==> src/rtl/cgra_vec_pkg.sv <==
// Shared types for the streaming CGRA vector add/sub block: arithmetic modes,
// control FSM states and a lane packing helper.
package cgra_vec_pkg;

  typedef enum logic [1:0] {
    MODE_ADD  = 2'b00,
    MODE_SUB  = 2'b01,
    MODE_SADD = 2'b10,
    MODE_SSUB = 2'b11
  } mode_e;

  typedef enum logic [1:0] {
    IDLE  = 2'b00,
    RUN   = 2'b01,
    DRAIN = 2'b10,
    DONE  = 2'b11
  } state_e;

  // Lane k of a packed beat lives at bits [k*width +: width].
  function automatic int lane_lsb(input int lane, input int width);
    return lane * width;
  endfunction

endpackage

==> src/rtl/cgra_sync_fifo.sv <==
// Single-clock FIFO with count-based full/empty flags and a head read
// straight from the storage registers.
module cgra_sync_fifo #(
  parameter int WIDTH = 129,
  parameter int DEPTH = 4
) (
  input  logic             clk,
  input  logic             reset,
  input  logic             push,
  input  logic             pop,
  input  logic [WIDTH-1:0] wdata,
  output logic [WIDTH-1:0] rdata,
  output logic             full,
  output logic             empty
);

  localparam int AW = $clog2(DEPTH);
  localparam int CW = $clog2(DEPTH + 1);

  logic [WIDTH-1:0] mem_q [DEPTH];
  logic [AW-1:0]    wr_q;
  logic [AW-1:0]    rd_q;
  logic [CW-1:0]    cnt_q;
  logic             push_ok;
  logic             pop_ok;

  assign full    = (cnt_q == CW'(DEPTH));
  assign empty   = (cnt_q == '0);
  assign push_ok = push & ~full;
  assign pop_ok  = pop & ~empty;
  assign rdata   = mem_q[rd_q];

  // Pointers wrap for free because DEPTH is a power of two.
  always_ff @(posedge clk) begin
    if (reset) begin
      for (int i = 0; i < DEPTH; i++) mem_q[i] <= '0;
      wr_q  <= '0;
      rd_q  <= '0;
      cnt_q <= '0;
    end else begin
      if (push_ok) begin
        mem_q[wr_q] <= wdata;
        wr_q        <= wr_q + 1'b1;
      end
      if (pop_ok) rd_q <= rd_q + 1'b1;
      case ({push_ok, pop_ok})
        2'b10:   cnt_q <= cnt_q + 1'b1;
        2'b01:   cnt_q <= cnt_q - 1'b1;
        default: cnt_q <= cnt_q;
      endcase
    end
  end

endmodule

==> src/rtl/cgra_vec_addsub_stream.sv <==
// Streams one VEC_LEN-element job through per-lane add/sub (wrap or unsigned
// saturate), buffers results in a FIFO and counts overflowing lanes.
module cgra_vec_addsub_stream
  import cgra_vec_pkg::*;
#(
  parameter int WIDTH      = 32,
  parameter int LANES      = 4,
  parameter int VEC_LEN    = 32,
  parameter int FIFO_DEPTH = 4
) (
  input  logic                         clk,
  input  logic                         reset,
  input  logic                         start,
  input  logic [1:0]                   mode,
  input  logic                         in_valid,
  output logic                         in_ready,
  input  logic [LANES*WIDTH-1:0]       in_a,
  input  logic [LANES*WIDTH-1:0]       in_b,
  output logic                         out_valid,
  input  logic                         out_ready,
  output logic [LANES*WIDTH-1:0]       out_data,
  output logic                         out_last,
  output logic                         busy,
  output logic                         done,
  output logic [$clog2(VEC_LEN+1)-1:0] ovf_count
);

  localparam int BEATS = VEC_LEN / LANES;
  localparam int BW    = (BEATS > 1) ? $clog2(BEATS) : 1;
  localparam int OW    = $clog2(VEC_LEN + 1);
  localparam int PW    = $clog2(LANES + 1);
  localparam int DW    = LANES * WIDTH;

  if (VEC_LEN % LANES != 0) begin : g_bad_len
    $error("VEC_LEN must be a multiple of LANES");
  end
  if (FIFO_DEPTH < 2 || (FIFO_DEPTH & (FIFO_DEPTH - 1)) != 0) begin : g_bad_depth
    $error("FIFO_DEPTH must be a power of two and at least 2");
  end

  state_e          state_q;
  mode_e           mode_q;
  logic [BW-1:0]   beat_q;
  logic [OW-1:0]   ovf_q;
  logic [OW-1:0]   ovf_d;
  logic [DW-1:0]   res;
  logic [LANES-1:0] lane_ovf;
  logic [PW-1:0]   pop_cnt;
  logic [OW:0]     ovf_sum;
  logic            in_fire;
  logic            out_fire;
  logic            last_beat;
  logic            fifo_full;
  logic            fifo_empty;

  for (genvar k = 0; k < LANES; k++) begin : g_lane
    localparam int LSB = lane_lsb(k, WIDTH);
    logic [WIDTH-1:0] a;
    logic [WIDTH-1:0] b;
    logic [WIDTH:0]   sum;
    logic [WIDTH:0]   diff;
    logic [WIDTH-1:0] lane_res;

    assign a    = in_a[LSB +: WIDTH];
    assign b    = in_b[LSB +: WIDTH];
    assign sum  = {1'b0, a} + {1'b0, b};
    assign diff = {1'b0, a} - {1'b0, b};
    // Top bit of the widened result is carry for add, borrow for sub.
    assign lane_ovf[k] = (mode_q == MODE_ADD || mode_q == MODE_SADD) ? sum[WIDTH] : diff[WIDTH];

    always_comb begin
      lane_res = sum[WIDTH-1:0];
      case (mode_q)
        MODE_SUB:  lane_res = diff[WIDTH-1:0];
        MODE_SADD: lane_res = sum[WIDTH] ? '1 : sum[WIDTH-1:0];
        MODE_SSUB: lane_res = diff[WIDTH] ? '0 : diff[WIDTH-1:0];
        default:   lane_res = sum[WIDTH-1:0];
      endcase
    end

    assign res[LSB +: WIDTH] = lane_res;
  end

  always_comb begin
    pop_cnt = '0;
    for (int k = 0; k < LANES; k++) pop_cnt = pop_cnt + PW'(lane_ovf[k]);
  end

  assign ovf_sum = {1'b0, ovf_q} + (OW+1)'(pop_cnt);
  assign ovf_d   = (ovf_sum > (OW+1)'(VEC_LEN)) ? OW'(VEC_LEN) : ovf_sum[OW-1:0];

  assign in_ready  = (state_q == RUN) & ~fifo_full;
  assign out_valid = ~fifo_empty;
  assign in_fire   = in_valid & in_ready;
  assign out_fire  = out_valid & out_ready;
  assign last_beat = (beat_q == BW'(BEATS - 1));

  cgra_sync_fifo #(
    .WIDTH (DW + 1),
    .DEPTH (FIFO_DEPTH)
  ) u_fifo (
    .clk   (clk),
    .reset (reset),
    .push  (in_fire),
    .pop   (out_fire),
    .wdata ({last_beat, res}),
    .rdata ({out_last, out_data}),
    .full  (fifo_full),
    .empty (fifo_empty)
  );

  // Job control; mode is captured once so mid-job changes have no effect.
  always_ff @(posedge clk) begin
    if (reset) begin
      state_q <= IDLE;
      mode_q  <= MODE_ADD;
      beat_q  <= '0;
      ovf_q   <= '0;
    end else begin
      case (state_q)
        IDLE: if (start) begin
          state_q <= RUN;
          mode_q  <= mode_e'(mode);
          beat_q  <= '0;
          ovf_q   <= '0;
        end
        RUN: if (in_fire) begin
          ovf_q <= ovf_d;
          if (last_beat) state_q <= DRAIN;
          else           beat_q  <= beat_q + 1'b1;
        end
        DRAIN: if (out_fire && out_last) state_q <= DONE;
        DONE:    state_q <= IDLE;
        default: state_q <= IDLE;
      endcase
    end
  end

  assign busy      = (state_q == RUN) || (state_q == DRAIN);
  assign done      = (state_q == DONE);
  assign ovf_count = ovf_q;

endmodule

==> config.mk <==
export PLATFORM = sky130hd
export DESIGN_NAME = cgra_vec_addsub_stream
export DESIGN_NICKNAME = d
export VERILOG_FILES = /design/src/rtl/cgra_vec_pkg.sv /design/src/rtl/cgra_sync_fifo.sv /design/src/rtl/cgra_vec_addsub_stream.sv
export SDC_FILE = /design/constraint.sdc
export NUM_CORES = 1
export LEC_CHECK = 0
export ABC_CLOCK_PERIOD_IN_PS = 13200
export CELL_PAD_IN_SITES_DETAIL_PLACEMENT = 0
export CELL_PAD_IN_SITES_GLOBAL_PLACEMENT = 2
export CORE_ASPECT_RATIO = 1.2
export CORE_UTILIZATION = 40
export CTS_CLUSTER_SIZE = 24
export DETAILED_ROUTE_END_ITERATION = 8
export PLACE_DENSITY_LB_ADDON = 0.15
export SETUP_SLACK_MARGIN = 0.3
export SYNTH_ARGS = -nofsm -noshare
export SYNTH_HDL_FRONTEND = slang
export SYNTH_SLANG_ARGS = --single-unit
==> constraint.sdc <==
create_clock -name clk -period 13.2 [get_ports clk]
set_input_delay 1.98 -clock clk [delete_from_list [all_inputs] [get_ports clk]]
set_output_delay 1.98 -clock clk [all_outputs]
set_load 0.005 [all_outputs]
==> results.md <==
- Routed vias/inst: ~5.7
- Sw frac: 0.348
- First-pass GRT wire length: 190000 um
- Drt first-iter violations: 2029
- VDD IR max: 0.0977 mV
- Syn. warnings: 0
- Grt total ovfl: 0
- Cell taking the most area after synthesis: edfxtp_1
- Share of cells above drive strength 1: 0.0838
- Hold Path Class: reg -> reg
- Top cells by area, synth: edfxtp_1, ha_1, mux4_2
- Final wirelength: approximately 130000 um
- Area Growth Syn to Fin: 17.4%
- Number of synthesized flops with an enable pin: 516
- Combinational Power Share: 0.378
- Leak pwr: around 17 nW
- Die area: ~98000 um2
- Final setup vio count: 0
- Min Tclk post-route: around 7900 ps
- Clk pwr share: 0.263
- Register bit count reported by yosys: 538
- DRC Markers: 0
- Syn_area_per_cell: 9.96 um2
- Port Buf Inserts: about 400
- Power per cell area: 129 nW/um2
- Share of the synthesized area in the top cell type: 0.400
- Worst-path clk slew: ~70 ps
- Longest Clk Path Bufs: 3
- Post-DP HPWL: 90000 um
- Largest net degree at the start of global routing: 88
- Worst setup EP type: flop
- Final hold violation count: 0
- Min-delay src: beat_q[1]
- Clk sinks: 538
- Pre-CTS WS: 4660 ps
- Final period utilization: 0.600
- Sequential area share after synthesis: 0.412
- Resized cells post-CTS: 0
- Routed wire per std cell: 23.2 um
- Design area: 45400 um2
- TritonCTS clock tree: built
- Nets: 4686
- Slew headroom: 0.271
- Distinct cells, synth: 107
- Initial antenna violation count: 3
- Number of fill cells: around 9.2k
- CTS buffer count: 58
- Critical path class: in -> reg
- Routed Antenna Nets: 0
- Unrepaired setup endpoints after global routing: no
- Synth Flop Type: edfxtp_1
- Setup WS post-layout: 5290 ps
- Mapped Nets: roughly 4.4k
- Post-CTS setup buffer count: 0
- Total power: 5.86 mW
- R2r worst-path depth: 10
- Final GP Congestion: 0.870
- CP arrival: ~8500 ps
- Post-route setup TNS: 0 ps
- Internal: 3.82 mW
- F_max: 126 MHz
- Commonest cells in the netlist: nor2_1, edfxtp_1, a21oi_1
- Cell area after synthesis: 38700 um2
- Outcome: finished, final reports clean
- Hold path cells: 2
- Flop pwr share: 0.359
- Total number of vias: 30.8k
- Maxcap violations: 0
- Multi-input logic area: 20800 um2
- Depth of the CTS H-tree: 2
- Crit path max fanout: 7
- Psw: 2.04 mW
- Clock root buffer: clkbuf_16
- Skew final: 22.7 ps
- # IOs: 402
- Slew @ Worst Pin: approximately 1100 ps
- Ys async rst share: 0
- Die height: 343 um
- Vias in the first global route: approximately 31k
- Worst R2R End: u_fifo.mem_q[0][45]
- Drt first pass iters: 7
- Most common cell in the netlist: nor2_1
- Die Width: 286 um
- Register area: 15900 um2
- Setup slack, reg-to-reg: 7860 ps
- CP Launch Type: input pin
- Placeable Area: 95600 um2
- Post-Syn Instances: approximately 3.9k
- Total track usage: 0.253
- Initial Util: 0.405
- Final Max Tran Viols: 0
- Hold endpoint: beat_q[1]
- Hold buffers post-CTS: 0
- Crit path from: in_a[0]
- Worst R2R Start: state_q[1]
- Clock Latency Late Sink: 630 ps
- Worst Path Required: 13760 ps
- Site Rows: 124
- Layout Utilization: 0.475
- Cell Area, Placed: 43700 um2
==> how the worst max path moves through the flow <==
stage | end | slack (ps)
after floorplan | ovf_count[4] | 6270
after global placement | ovf_count[4] | 4630
after detailed placement | ovf_count[4] | 4660
after CTS | ovf_count[4] | 5320
after global routing | ovf_count[4] | 4860
final | ovf_count[4] | 5290
==> metal layers <==
layer | global-route usage | share of wire | vias up
li1 | - | - | 14658
met1 | 0.330 | 0.43 | 15157
met2 | 0.437 | 0.49 | 833
met3 | 0.0356 | 0.052 | 156
met4 | 0.0691 | 0.027 | 2
met5 | 0 | 0.00010 | -
==> flip-flops by register name (all words and copies together) (netlist names), named ones only <==
| name | flops |
|---|---|
| mode_q | 2 |
| u_fifo.rd_q | 2 |
| u_fifo.mem_q | 516 |
| u_fifo.wr_q | 2 |
| u_fifo.cnt_q | 3 |
| beat_q | 3 |
| ovf_count | 6 |
| state_q | 2 |
==> worst max-delay path, cell delays in order <==
cell and delay (ps):
clkdlybuf4s50_1 430, ha_1 230, fa_1 420, nor2b_1 170, o2111a_1 300, o31ai_1 450
a211oi_1 210, or3_1 470, a22oi_2 230, o21ai_0 140, o21ai_0 620, fa_1 280
inv_1 50, fa_1 400, fa_1 500, nand3_1 140, nand3_1 80, o21a_1 110
nor3_1 610, a31oi_1 160, or3_1 350, a21oi_1 130
==> cell families after synthesis <==
| kind of cell | after synthesis | share of synthesized area |
|---|---|---|
| adders and majority gates | 277 | 0.0919 |
| buffers and inverters | 531 | 0.0539 |
| muxes | 143 | 0.0788 |
| and+or+nand+nor | 1212 | 0.142 |
| DFF | 538 | 0.412 |
| xor gates and xnor gates | 208 | 0.0471 |
| AOI/OAI and AO/OA | 978 | 0.175 |
==> cell type report <==
type                       count  share of cell area
multi-input combinational   2818               0.457
clock buffer                  83              0.0363
tap                         1260              0.0347
sequential                   538               0.351
clock inverter                20             0.00245
inverter                     292              0.0241
timing repair buffer         438              0.0947
antenna                        1           0.0000551
==> metrics by stage <==
| step | hold WS (ps) | cells |
|---|---|---|
| floorplan | 467 | 3887 |
| global placement | 491 | 5346 |
| detailed placement | 500 | 5346 |
| CTS | 512 | 5449 |
| global route | 547 | 5450 |
| finish | 515 | 5450 |
==> power groups by stage <==
stage | Sequential [mW] | Clock (mW) | Combinational [mW]
after detailed placement | 2.15 | 0 | 2.22
after floorplan | 2.10 | 0 | 1.36
after global placement | 2.14 | 0 | 2.23
final | 2.11 | 1.54 | 2.21
after CTS | 2.11 | 1.57 | 2.23
after global routing | 2.12 | 1.63 | 2.40
==> placed cells by master (no fill, tap or decap), drive strengths merged, types with 22 or more instances in the layout <==
master and instances:
nor2 668, edfxtp 516, clkdlybuf4s50 401, a21oi 340
inv 293, ha 265, xnor2 182, nand2 145
mux4 129, o21ai 129, and2 85, clkbuf 83
nor3 77, o21bai 60, a21o 55, a221oi 48
nand3 42, o31ai 42, a31oi 39, nand2b 39
buf 37, nor2b 36, a211oi 29, o211ai 28
xor2 26, or3 25, nor4 23, dfxtp 22
(Power assumes the default switching activity.)
